[src/rtl/escalonador_atributos.sv]
// escalonador_atributos: schedules every update of the pet attributes
// (0 fome, 1 felicidade, 2 sono) through one valid/ready update port.
// Periodic decay timers and user action pulses raise sticky pending flags.
// An IDLE/OFFER/MORTO FSM arbitrates between the flags and offers one update at a time.
// Optional build macro: ANTI_STARVE_EN. When it is defined, a decay flag that
// has waited through 8 action grants outranks every action until it is served.
module escalonador_atributos #(
  parameter int unsigned TICK_DIV     = 50000000,
  parameter int unsigned PER_FOME     = 10,
  parameter int unsigned PER_FEL      = 15,
  parameter int unsigned PER_SONO     = 20,
  parameter logic [7:0]  ACT_AMT      = 8'd20,
  parameter logic [7:0]  DECAY_AMT    = 8'd1,
  parameter logic [3:0]  EST_DORMINDO = 4'd3
) (
  input  logic       clk,
  input  logic       rst_n,
  input  logic [3:0] estado,
  input  logic [2:0] req_acao,
  input  logic       morreu,
  output logic       upd_valid,
  input  logic       upd_ready,
  output logic [1:0] upd_attr,
  output logic       upd_op,
  output logic [7:0] upd_amt,
  output logic       morto
);

  localparam int unsigned PMAX = (PER_FOME > PER_FEL) ?
                                 ((PER_FOME > PER_SONO) ? PER_FOME : PER_SONO) :
                                 ((PER_FEL > PER_SONO) ? PER_FEL : PER_SONO);
  localparam int PW = $clog2(PMAX + 1);
  localparam int TW = (TICK_DIV > 1) ? $clog2(TICK_DIV) : 1;

  typedef enum logic [1:0] {
    IDLE  = 2'd0,
    OFFER = 2'd1,
    MORTO = 2'd2
  } state_t;

  state_t        state, state_next;
  logic [TW-1:0] tick_cnt;
  logic          tick;
  logic          running;
  logic [2:0]    act;
  logic [2:0]    dec;
  logic [2:0]    per_wrap;
  logic [1:0]    rr_ptr;
  logic          cur_dec;
  logic          transfer;
  logic          grant_any;
  logic          grant_dec;
  logic          grant_take;
  logic          grant_op;
  logic [1:0]    grant_attr;
  logic [7:0]    grant_amt;
  logic [2:0]    dec_pick;
`ifdef ANTI_STARVE_EN
  logic [2:0]    starved;
  logic [2:0]    starve_pick;
`endif

  function automatic int unsigned period_of(input int i);
    case (i)
      0:       return PER_FOME;
      1:       return PER_FEL;
      default: return PER_SONO;
    endcase
  endfunction

  // Round-robin search over three requesters starting at ptr; returns {found, index}.
  function automatic logic [2:0] rr_pick(input logic [2:0] req, input logic [1:0] ptr);
    logic [2:0] res;
    logic [1:0] idx;
    res = 3'b000;
    for (int k = 2; k >= 0; k--) begin
      idx = 2'((32'(ptr) + 32'(k)) % 32'd3);
      if (req[idx]) res = {1'b1, idx};
    end
    return res;
  endfunction

  assign running   = (state != MORTO);
  assign tick      = running && (tick_cnt == TW'(TICK_DIV - 1));
  assign transfer  = (state == OFFER) && upd_ready;
  assign upd_valid = (state == OFFER);
  assign morto     = (state == MORTO);

  // Base tick divider, frozen once the pet is dead
  always_ff @(posedge clk or negedge rst_n) begin
    if (!rst_n) begin
      tick_cnt <= '0;
    end else if (running) begin
      tick_cnt <= tick ? '0 : tick_cnt + 1'b1;
    end
  end

  genvar gi;
  generate
    for (gi = 0; gi < 3; gi++) begin : g_attr
      localparam int unsigned PER = period_of(gi);
      logic [PW-1:0] per_cnt;
      logic          act_f;
      logic          dec_f;
      logic          clr_act;
      logic          clr_dec;

      assign per_wrap[gi] = (per_cnt == PW'(PER - 1));
      assign clr_act      = transfer && !cur_dec && (upd_attr == 2'(gi));
      assign clr_dec      = transfer &&  cur_dec && (upd_attr == 2'(gi));
      assign act[gi]      = act_f;
      assign dec[gi]      = dec_f;

      // Period counter: counts base ticks and wraps at PER-1
      always_ff @(posedge clk or negedge rst_n) begin
        if (!rst_n) begin
          per_cnt <= '0;
        end else if (tick) begin
          per_cnt <= per_wrap[gi] ? '0 : per_cnt + 1'b1;
        end
      end

      // Sticky pending flags: a new request in the clearing cycle keeps the flag set
      always_ff @(posedge clk or negedge rst_n) begin
        if (!rst_n) begin
          act_f <= 1'b0;
          dec_f <= 1'b0;
        end else if (!running) begin
          act_f <= 1'b0;
          dec_f <= 1'b0;
        end else begin
          act_f <= req_acao[gi] | (act_f & ~clr_act);
          dec_f <= (tick & per_wrap[gi]) | (dec_f & ~clr_dec);
        end
      end

`ifdef ANTI_STARVE_EN
      logic [3:0] starve_cnt;
      assign starved[gi] = dec_f & starve_cnt[3];

      // Starvation counter: counts action grants that bypassed this pending decay
      always_ff @(posedge clk or negedge rst_n) begin
        if (!rst_n) begin
          starve_cnt <= 4'd0;
        end else if (!running) begin
          starve_cnt <= 4'd0;
        end else if (grant_take && grant_dec && (grant_attr == 2'(gi))) begin
          starve_cnt <= 4'd0;
        end else if (grant_take && !grant_dec && dec_f && !starve_cnt[3]) begin
          starve_cnt <= starve_cnt + 4'd1;
        end
      end
`endif
    end
  endgenerate

  // Arbitration: later assignments override earlier ones, so they are written lowest priority first
  always_comb begin
    dec_pick   = rr_pick(dec, rr_ptr);
    grant_any  = 1'b0;
    grant_dec  = 1'b0;
    grant_attr = 2'd0;
    if (dec_pick[2]) begin
      grant_any  = 1'b1;
      grant_dec  = 1'b1;
      grant_attr = dec_pick[1:0];
    end
    if (act != 3'b000) begin
      grant_any  = 1'b1;
      grant_dec  = 1'b0;
      grant_attr = act[0] ? 2'd0 : (act[1] ? 2'd1 : 2'd2);
    end
`ifdef ANTI_STARVE_EN
    starve_pick = rr_pick(starved, rr_ptr);
    if (starve_pick[2]) begin
      grant_any  = 1'b1;
      grant_dec  = 1'b1;
      grant_attr = starve_pick[1:0];
    end
`endif
    grant_take = (state == IDLE) && !morreu && grant_any;
    grant_amt  = grant_dec ? DECAY_AMT : ACT_AMT;
    // Sleeping turns the sono decay into a restore
    grant_op   = grant_dec ? ((grant_attr == 2'd2) && (estado == EST_DORMINDO)) : 1'b1;
  end

  // Next-state logic: death is honoured in IDLE or right after the in-flight transfer
  always_comb begin
    state_next = state;
    case (state)
      IDLE: begin
        if (morreu)         state_next = MORTO;
        else if (grant_any) state_next = OFFER;
      end
      OFFER: begin
        if (upd_ready) state_next = morreu ? MORTO : IDLE;
      end
      MORTO:   state_next = MORTO;
      default: state_next = IDLE;
    endcase
  end

  // State register
  always_ff @(posedge clk or negedge rst_n) begin
    if (!rst_n) state <= IDLE;
    else        state <= state_next;
  end

  // Latch the granted update and advance the decay round-robin pointer
  always_ff @(posedge clk or negedge rst_n) begin
    if (!rst_n) begin
      upd_attr <= 2'd0;
      upd_op   <= 1'b0;
      upd_amt  <= 8'd0;
      cur_dec  <= 1'b0;
      rr_ptr   <= 2'd0;
    end else if (grant_take) begin
      upd_attr <= grant_attr;
      upd_op   <= grant_op;
      upd_amt  <= grant_amt;
      cur_dec  <= grant_dec;
      if (grant_dec) rr_ptr <= (grant_attr == 2'd2) ? 2'd0 : grant_attr + 2'd1;
    end
  end

endmodule

[config.mk]
export PLATFORM = sky130hd
export DESIGN_NAME = escalonador_atributos
export DESIGN_NICKNAME = d
export VERILOG_FILES = /design/src/rtl/escalonador_atributos.sv
export SDC_FILE = /design/constraint.sdc
export NUM_CORES = 1
export LEC_CHECK = 0
export ABC_AREA = 1
export BUFFER_PORTS_ARGS = -buffer_cell sky130_fd_sc_hd__buf_2
export CAP_MARGIN = 25
export CORE_MARGIN = 2
export CORE_UTILIZATION = 41
export CTS_CLUSTER_SIZE = 14
export DETAILED_ROUTE_END_ITERATION = 8
export GPL_ROUTABILITY_DRIVEN = 1
export HOLD_SLACK_MARGIN = 0.12
export PLACE_DENSITY = 0.59
export SYNTH_ARGS = -nofsm -noshare
export SYNTH_HDL_FRONTEND = slang
export SYNTH_SLANG_ARGS = --single-unit
[constraint.sdc]
create_clock -name clk -period 2.2 [get_ports clk]
set_input_delay 0.55 -clock clk [delete_from_list [all_inputs] [get_ports clk]]
set_output_delay 0.55 -clock clk [all_outputs]
set_load 0.01 [all_outputs]
## Yosys cells after proc, flatten, opt, wreduce, memory -nomap -nowiden

Cells that the tools add are included.

| storage, ports and cells | value |
|---|---|
| bits in registers | 63 |
| output and inout port bits | 13 |
| word-level logic and storage cells | 117 |

| cells by class | value |
|---|---|
| $add $sub $neg | 7 |
| div/mod/pow operators | 3 |
| magnitude comparators | 3 |
| equal/unequal tests | 13 |
| multiplexer cells | 34 |
| bitwise operators | 21 |
| reductions and logical operators | 20 |

Operators with widths:

| operator | number |
|---|---|
| $mod 32x2->32 const B | 2 |
| $mod 2x2->32 const B | 1 |
| $add 26x1->26 const B | 1 |
| $eq 26x26->1 const B | 1 |
| $mux 26 | 1 |
| $mux 5 | 4 |
| $mux 2 | 9 |
| $add 5x1->5 const B | 3 |
| $logic_and 1x1->1 | 13 |
| $mux 1 | 13 |
| $eq 5x4->1 const B | 2 |
| $and 1x1->1 | 9 |
| $lt 2x3->1 const B | 3 |
| $mux 3 | 3 |
| $bmux 1 s2 | 3 |
| $eq 2x2->1 const B | 3 |
| $not 1->1 | 6 |
| $or 1x1->1 | 6 |
| $pmux 2 s3 | 1 |
| $eq 5x5->1 const B | 1 |
| $eq 2x1->1 const B | 2 |
| $eq 4x2->1 const B | 1 |
| $logic_not 2->1 | 2 |
| $reduce_and 2->1 | 2 |
| other kinds (8) | 9 |

## Depth between registers and ports, before layout

Gate-level depths: netlist of run 1.

| depth | value |
|---|---|
| word-level depth | 12 |
| mapped depth | 13 |
| mapped depth without buffers | 13 |

## Least setup slack after synthesis of run 1

No wires, ideal clock.

| timing | value |
|---|---|
| path kind | flip-flop to flip-flop |
| from | reg rr_ptr[0] |
| to | reg upd_attr[0] |
| data arrival time | 1.455 ns |
| required time | 2.074 ns |
| setup slack | 0.619 ns |
| stages on the path, launching flop included | 13 |
| cell sequence | dfrtp_1 -> inv_1 -> ha_1 -> inv_1 -> nand2_1 -> nand2_1 -> nand2_1 -> nand2_1 -> nand4_1 -> nand2_1 -> inv_1 -> nand2_1 -> o21ai_0 |

| on the way | value |
|---|---|
| word-level cells in the longest chain between the ends | 10 |
| elaborated cells between the ends (all ways) | 19 |

Ends and longest elaborated chain:

| item | RTL line | source |
|---|---|---|
| start, declared | 48 | `logic [1:0] rr_ptr;` |
| start signal, assigned | 222 | `if (grant_dec) rr_ptr <= (grant_attr == 2'd2) ? 2'd0 : grant_attr + 2'd1;` |
| $add 2x2->3 | 77 | `idx = 2'((32'(ptr) + 32'(k)) % 32'd3);` |
| $mod 32x2->32 | 77 |  |
| $bmux 1 s2 | 78 | `if (req[idx]) res = {1'b1, idx};` |
| $mux 1 (implied by the code) | 78 |  |
| $mux 3 (2 in a row) | 78 |  |
| $mux 3 (*) | 78 |  |
| $mux 1 | 163 | `if (dec_pick[2]) begin` |
| $mux 1 | 168 | `if (act != 3'b000) begin` |
| $logic_and 1x1->1 | 181 | `grant_take = (state == IDLE) && !morreu && grant_any;` |
| end signal, assigned | 218 | `upd_attr <= grant_attr;` |
| end, declared | 23 | `output logic [1:0] upd_attr,` |

Every way passes the cells marked *; elsewhere a longest branch is shown, timed or not. The select of a mux whose other input is x is not followed.
A chain may end at the register's enable or synchronous reset.

## Worst setup path after layout of run 1

| timing | value |
|---|---|
| from | reg state[0] |
| to | out morto |

| on the way | value |
|---|---|
| word-level cells in the longest chain between the ends | 1 |

Ends and longest elaborated chain:

| item | RTL line | source |
|---|---|---|
| start, declared | 41 | `state_t state, state_next;` |
| start signal, assigned | 206 | `else state <= state_next;` |
| $eq 2x2->1 | 87 | `assign morto = (state == MORTO);` |
| end, declared | 26 | `output logic morto` |

Every way passes these cells.

==> summary.md, run 1 <==
| Metric | Value |
|---|---|
| Largest net degree at the start of global routing | `57` |
| Synth area leader | `dfrtp_1` |
| Layout cells sized above 1 | `0.117` |
| First-pass GRT wire length | `~13000 µm` |
| Die ar. | `9130 µm²` |
| Core ar. | `8180 µm²` |
| Post-Syn Area | `3440 µm²` |
| Crit path max fanout | `14` |
| Clock buffer depth | `2` |
| Peak supply drop | `0.000414 V` |
| Placed cell area | `between 3000 and 4000 µm²` |
| HPWL after DPL | `5640 µm` |
| Routed via count | `2938` |
| H-tree depth | `2` |
| Crit path launch type | `flop` |
| Fin crit share | `0.935` |
| Setup TNS | `0 ps` |
| Yosys warns | `0` |
| Synth Area in Compound Gates | `0.0910` |
| DRC errors left | `0` |
| Worst path bufs/invs | `3` |
| Final Cell Area | `3740 µm²` |
| Cell Rows | `33` |
| CP cell instances | `inv_1, nand2_2, inv_1, buf_2` |
| Post-Synth XOR/XNOR Area | `0.0331` |
| Layout Nets | `~510` |
| Initial DRC Count | `approximately 160` |
| Crit path DAT | `~1500 ps` |
| TritonCTS clock tree | `yes` |
| GRT Util Overall | `0.177` |
| Share of the synthesized area in the top cell type | `0.408` |
| Die Ht | `approximately 96 µm` |
| Largest family of logic cells by synthesized area | `simple AND/OR/NAND/NOR gates` |
| FF+latch count, synth | `56` |
| Pleak | `1.83 nW` |
| Post-synthesis simple-gate area fraction | `0.342` |
| Hold slack | `around 210 ps` |
| ANT cells | `0` |
| Max Cap Viol | `0` |
| Setup bufs post-CTS | `0` |
| Initial antenna violation count | `0` |
| Hold buffer count at CTS | `0` |
| Required time of the critical path | `1650 ps` |
| Final Non-Filler Cells | `593` |
| Clock sink count | `56` |
| Die width | `95.5 µm` |
| Run status | `completed` |
| Total CTS buffers | `5` |
| Grt ovf | `0` |
| Hold/Removal Path Class | `in -> async` |
| Clk root buf | `clkbuf_8` |
| Reg2Reg Capture Point | `tick_cnt[14]$_DFFE_PN0N_` |
| Mux contribution to synthesized area | `0` |
| Mean area per synthesized cell | `7.37 µm²` |
| Via density | `4.95` |
| Worst-path clk slew | `110 ps` |
| Initial Utilization | `0.420` |
| Vias in the first global route | `2715` |
| Clock Skews | `13.3 ps` |
| Cell Pwr Density | `approximately 800 nW/µm²` |
| Total Wirelength | `7500 µm` |
| Tmin final | `between 2000 and 2500 ps` |
| Wire per inst | `12.7 µm` |
| Seq/Total Area, Yosys | `0.408` |
| RSZ-0062 raised after global routing | `no` |
| Max Freq | `between 0.4 and 0.5 GHz` |
| Cell count after synthesis | `466` |
| Crit path max-delay cell type | `dfrtp_1` |
| Post-synthesis cell type count | `31` |
| Setup crit start | `state[0]$_DFFE_PN0P_` |
| Routed Antenna Nets | `0` |
| RePlAce Congestion | `0.897` |
| Worst R2R Start | `tick_cnt[1]$_DFFE_PN0N_` |
| Max stage delay on crit path | `390 ps` |
| Most common cell on crit path | `inv_1` |
| Crit Path Class | `reg -> out` |
| Final setup viols | `0` |
| Filler cells | `~840` |
| Ranking of synthesized cells by area | `dfrtp_1 41%, nand2_1 13%, nand3_1 6.8%` |
| Synth-to-layout area growth | `8.85%` |
| Drt pass-1 iters | `4` |
| Placed cells | `585` |
| Final Slew Violations | `0` |
| Reg2Reg Depth | `10` |
| CP endpoint kind | `output port` |
| Port bufs | `18` |
| Skew-Pair Late Insertion Delay | `320 ps` |
| Synth Area in Adders | `0.0328` |
| Register-to-Register Setup Slack | `250 ps` |
| IO Count | `24` |
| CP delay by family, top | `buffers and inverters` |
| Final Hold Vio Count | `0` |
| Post-cts sizing count | `0` |
-- through the flow --
step / utilization / power (mW) / setup slack (ps)
floorplan: - / 2.06 / 619
global placement: 0.443 / 2.33 / 311
detailed placement: 0.443 / 2.34 / 314
CTS: 0.457 / 3.07 / 127
global route: 0.457 / 3.30 / 6.89
finish: 0.457 / 3.04 / 142
-- cells in the mapped netlist --
master      n
ha_1        9
nor3_1     15
conb_1      1
buf_6       2
buf_4       7
o21ai_0    21
nor3b_1     2
a21o_2      1
a21oi_1    19
nor2_4      1
nand2_2     4
nand2_1   118
nor3_4      2
nand4_1    12
o21ai_2     9
xor2_1      8
inv_2       2
o211a_1     1
nor2_2      2
and3_1      1
xnor2_1     5
dfrtp_1    56
or2_2       5
nand3_1    47
nor2_1     47
inv_1      60
nand3b_1    2
o21ai_1     3
buf_1       1
nand2_4     2
clkbuf_1    1
-- cell families (layout without fill, tap and decap cells) --
| kind of cell | Yosys count | after routing |
|---|---|---|
| AND/OR/NAND/NOR | 260 | 260 |
| buffers and inverters | 73 | 91 |
| flip-flops | 56 | 56 |
| AO/OA/AOI/OAI | 54 | 54 |
| XOR/XNOR | 13 | 13 |
| adder cells (fa/ha/maj) | 9 | 9 |
| other | 1 | 5 |
-- worst register-to-register path: stages, from the launching register on --
cell and delay [ps]:
dfrtp_1 390, ha_1 180, nand2_1 80, inv_1 60, nand2_1 90, inv_1 120
nand3_1 120, nor2_2 360, nand2_4 210, o21ai_0 160, nor2_1 60
-- cells in the final DEF, fill, tap and decap left out, drive strengths merged --
master and instances:
nor2 50, conb 5, nand2 124, clkbuf 5, inv 63, and3 1, clkinv 1, nor3 17
ha 9, bufinv 1, nor3b 2, o211a 1, dfrtp 56, buf 21, or2 5, nand4 12
xnor2 5, a21o 1, o21ai 33, nand3 47, a21oi 19, xor2 8, nand3b 2
-- worst max-delay path by stage --
stage	end	slack, ps	cells after the start
floorplan	upd_attr[0]$_DFFE_PN0P_	620	12
global route	morto	7	4
CTS	morto	130	4
detailed placement	tick_cnt[14]$_DFFE_PN0N_	310	10
finish	morto	140	4
global placement	tick_cnt[11]$_DFFE_PN0N_	310	9
-- report_power, final --
part | switching, mW | leakage, nW | internal, mW
combinational | 0.679 | 1.02 | 0.332
sequential | 0.124 | 0.749 | 1.19
clock | 0.373 | 0.0600 | 0.346
-- cell type report --
class / count / area, µm² / share of cell area
well taps: 105 / 131 / 0.0351
clock inverters: 3 / 46.3 / 0.0124
clock buffers: 5 / 68.8 / 0.0184
multi-input cells: 341 / 1730 / 0.464
flip-flops and latches: 56 / 1400 / 0.375
inverters: 62 / 233 / 0.0622
repair buffers: 21 / 125 / 0.0335
-- state kept, by name (all words and copies together) (netlist names) --
signal          flops
g_attr.act_f        3
state               2
g_attr.dec_f        3
rr_ptr              2
tick_cnt           26
upd_attr            2
upd_op              1
upd_amt             2
g_attr.per_cnt     15
-- routing by layer --
metal,wire length (µm),up-vias,part of all wire,GRT usage
met3,218,7,0.029,0.0245
met4,72,0,0.0096,0.0429
met1,3650,1351,0.49,0.253
met5,0,-,0,0
li1,-,1527,-,-
met2,3560,53,0.47,0.283
Note: power is estimated with default switching activity, not from simulation.
==> inputs of run 2 (changes only) <==
Settings changed: CORE_MARGIN 2 to 3.
==> run 2 against run 1 <==
Against the previous run: cell count down 0.34%; first-iteration DRC count grew 39%; worst setup slack gained 36 ps; sequential power barely moved; power is 2.6% lower; routed wire length is 2.3% higher; combinational power is 5% higher.
==> summary.md, run 2 (same netlist as run 1, synthesis figures left out) <==
| Metric | Value |
|---|---|
| Run status | `completed` |
| Final Hold Vio Count | `0 (unchanged)` |
| Internal power | `1.76 mW (-5.4%)` |
| First-pass GRT wire length | `13300 µm (+3.9%)` |
| Final Non-Filler Cells | `591 (-0.34%)` |
| Grt ovf | `0 (unchanged)` |
| Clock buffer depth | `2 (unchanged)` |
| Max Cap Viol | `0 (unchanged)` |
| Hold/Removal Path Class | `in -> async` |
| Vias in the first global route | `2839 (+4.6%)` |
| Post-place setup slack | `298 ps (-15.7 ps)` |
| Routed via count | `2975 (+1.3%)` |
| Via density | `5.03 (+1.6%)` |
| Required time of the critical path | `1650 ps (about the same)` |
| ANT cells | `0 (unchanged)` |
| Cell Pwr Density | `797 nW/µm² (-2.0%)` |
| Layout cells sized above 1 | `0.119 (+0.00181)` |
| Post-cts sizing count | `0 (unchanged)` |
| Setup bufs post-CTS | `0 (unchanged)` |
| Initial antenna violation count | `0 (unchanged)` |
| Crit path DAT | `1470 ps (-40 ps)` |
| Total Wirelength | `7680 µm (+2.3%)` |
| Crit path launch type | `flop` |
| Hold slack | `225 ps (+12.1 ps)` |
| Tmin final | `2020 ps (-35.9 ps)` |
| Flip-flop count of the largest register after layout | `26 (unchanged)` |
| Synth-to-layout area growth | `8.27%` |
| Layout Nets | `508 (+0.20%)` |
| Switching power | `1.20 mW (+2.0%)` |
| HPWL after DPL | `5760 µm (+2.0%)` |
| Placed cell area | `3630 µm² (+0.10%)` |
| Die Ht | `97.5 µm (+2.1%)` |
| CP endpoint kind | `output port` |
| Commonest non-fill, non-tap cell in the layout | `nand2_1` |
| H-tree depth | `2 (unchanged)` |
| Pleak | `1.83 nW (-0.36%)` |
| Biggest regs | `tick_cnt x26, g_attr.per_cnt x15` |
| Crit path max fanout | `9 (-5)` |
| Drt pass-1 iters | `4 (unchanged)` |
| Initial DRC Count | `219 (+39%)` |
| Top Usage Layer GRT | `met2` |
| Clock Skews | `11.2 ps (-2.13 ps)` |
| IO Count | `24 (unchanged)` |
| Final Cell Area | `3720 µm² (-0.54%)` |
| Crit Path Class | `reg -> out` |
| RSZ-0062 raised after global routing | `no` |
| Seq pwr share | `0.441 (+0.010)` |
| Sw Ratio | `0.405 (+0.0182)` |
| Placed cells | `583 (-0.34%)` |
| Wire per inst | `13.0 µm (+2.7%)` |
| Hold buffer count at CTS | `0 (unchanged)` |
| Clock sink count | `56 (unchanged)` |
| Cell Rows | `32 (-3.0%)` |
| Routing usage on met3 | `0.0258 (+0.00134)` |
| Fin crit share | `0.919 (-0.0163)` |
| Setup TNS | `0 ps (unchanged)` |
| Biggest register | `tick_cnt` |
| Skew-Pair Late Insertion Delay | `310 ps (about the same)` |
| Worst-path clk slew | `110 ps (about the same)` |
| Clock network power share | `0.201 (-0.036)` |
| Die width | `97.5 µm (+2.1%)` |
| Clk root buf | `clkbuf_8` |
| Overall Power | `2.96 mW (-2.6%)` |
| Final setup viols | `0 (unchanged)` |
| Routed Antenna Nets | `0 (unchanged)` |
| Total CTS buffers | `5 (unchanged)` |
| Max Freq | `0.495 GHz (+1.8%)` |
| Core ar. | `7930 µm² (-3.0%)` |
| DRC errors left | `0 (unchanged)` |
| TritonCTS clock tree | `yes` |
| RePlAce Congestion | `0.909 (+1.3%)` |
| GRT Util Overall | `0.166 (-0.0109)` |
| Initial Utilization | `0.433 (+0.0131)` |
| Largest net degree at the start of global routing | `57 (unchanged)` |
| Final Slew Violations | `0 (unchanged)` |
| Met2 GRT Util | `0.265 (-0.0181)` |
| Port bufs | `18 (unchanged)` |
| Peak supply drop | `0.000378 V (-8.6%)` |
| Finished Core Util | `0.469 (+0.0118)` |
| Setup ws final | `178 ps (+35.9 ps)` |
| Combinational cell fraction of total power | `0.358 (+0.025)` |
| Most frequent cells in the layout | `118 x nand2_1, 60 x inv_1, 56 x dfrtp_1` |
| M1 GR Usage | `0.240 (-0.0128)` |
| Die ar. | `9510 µm² (+4.2%)` |
-- run 2: metal layers --
| layer | routed length, µm | up-vias |
|---|---|---|
| met1 | 4010 | 1396 |
| met3 | 205 | 2 |
| met2 | 3420 | 43 |
| li1 | - | 1534 |
| met5 | 0 | - |
| met4 | 34 | 0 |
-- run 2: cell type report --
cell class                      instances  area, µm²
Sequential cell                        56       1400
Inverter                               62        233
Clock buffer                            5       68.8
Timing Repair Buffer                   22        133
Multi-Input combinational cell        341       1730
Fill cell                             835       4210
Tap cell                              102        128
Clock inverter                          3       22.5
-- run 2: worst max-delay path, cell delays in order (launching register included) --
cell and delay, ps:
dfrtp_1 390, inv_1 80, nand2_2 140, inv_1 340
buf_2 210
-- run 2: power by group through the flow --
| stage | clock network [mW] | logic, mW | registers, mW |
|---|---|---|---|
| after floorplan | 0 | 0.747 | 1.31 |
| after global placement | 0 | 1.04 | 1.32 |
| after detailed placement | 0 | 1.06 | 1.32 |
| after CTS | 0.611 | 1.06 | 1.30 |
| after global routing | 0.660 | 1.24 | 1.33 |
| final | 0.596 | 1.06 | 1.31 |
-- run 2: worst paths after layout --
kind / from / to / slack, ps / cells past startpoint
min in group clk: req_acao[0] / g_attr[0].act_f$_DFF_PN0_ / 450 / 3
worst min-delay path: rst_n / tick_cnt[23]$_DFFE_PN0N_ / 230 / 2
max in group asynchronous: rst_n / g_attr[1].per_cnt[0]$_DFFE_PN0N_ / 1720 / 2
worst min register to register: upd_op$_DFFE_PN0P_ / upd_op$_DFFE_PN0P_ / 490 / 2
worst max register to register: tick_cnt[1]$_DFFE_PN0N_ / tick_cnt[11]$_DFFE_PN0N_ / 270 / 9
worst max-delay path: state[0]$_DFFE_PN0P_ / morto / 180 / 4
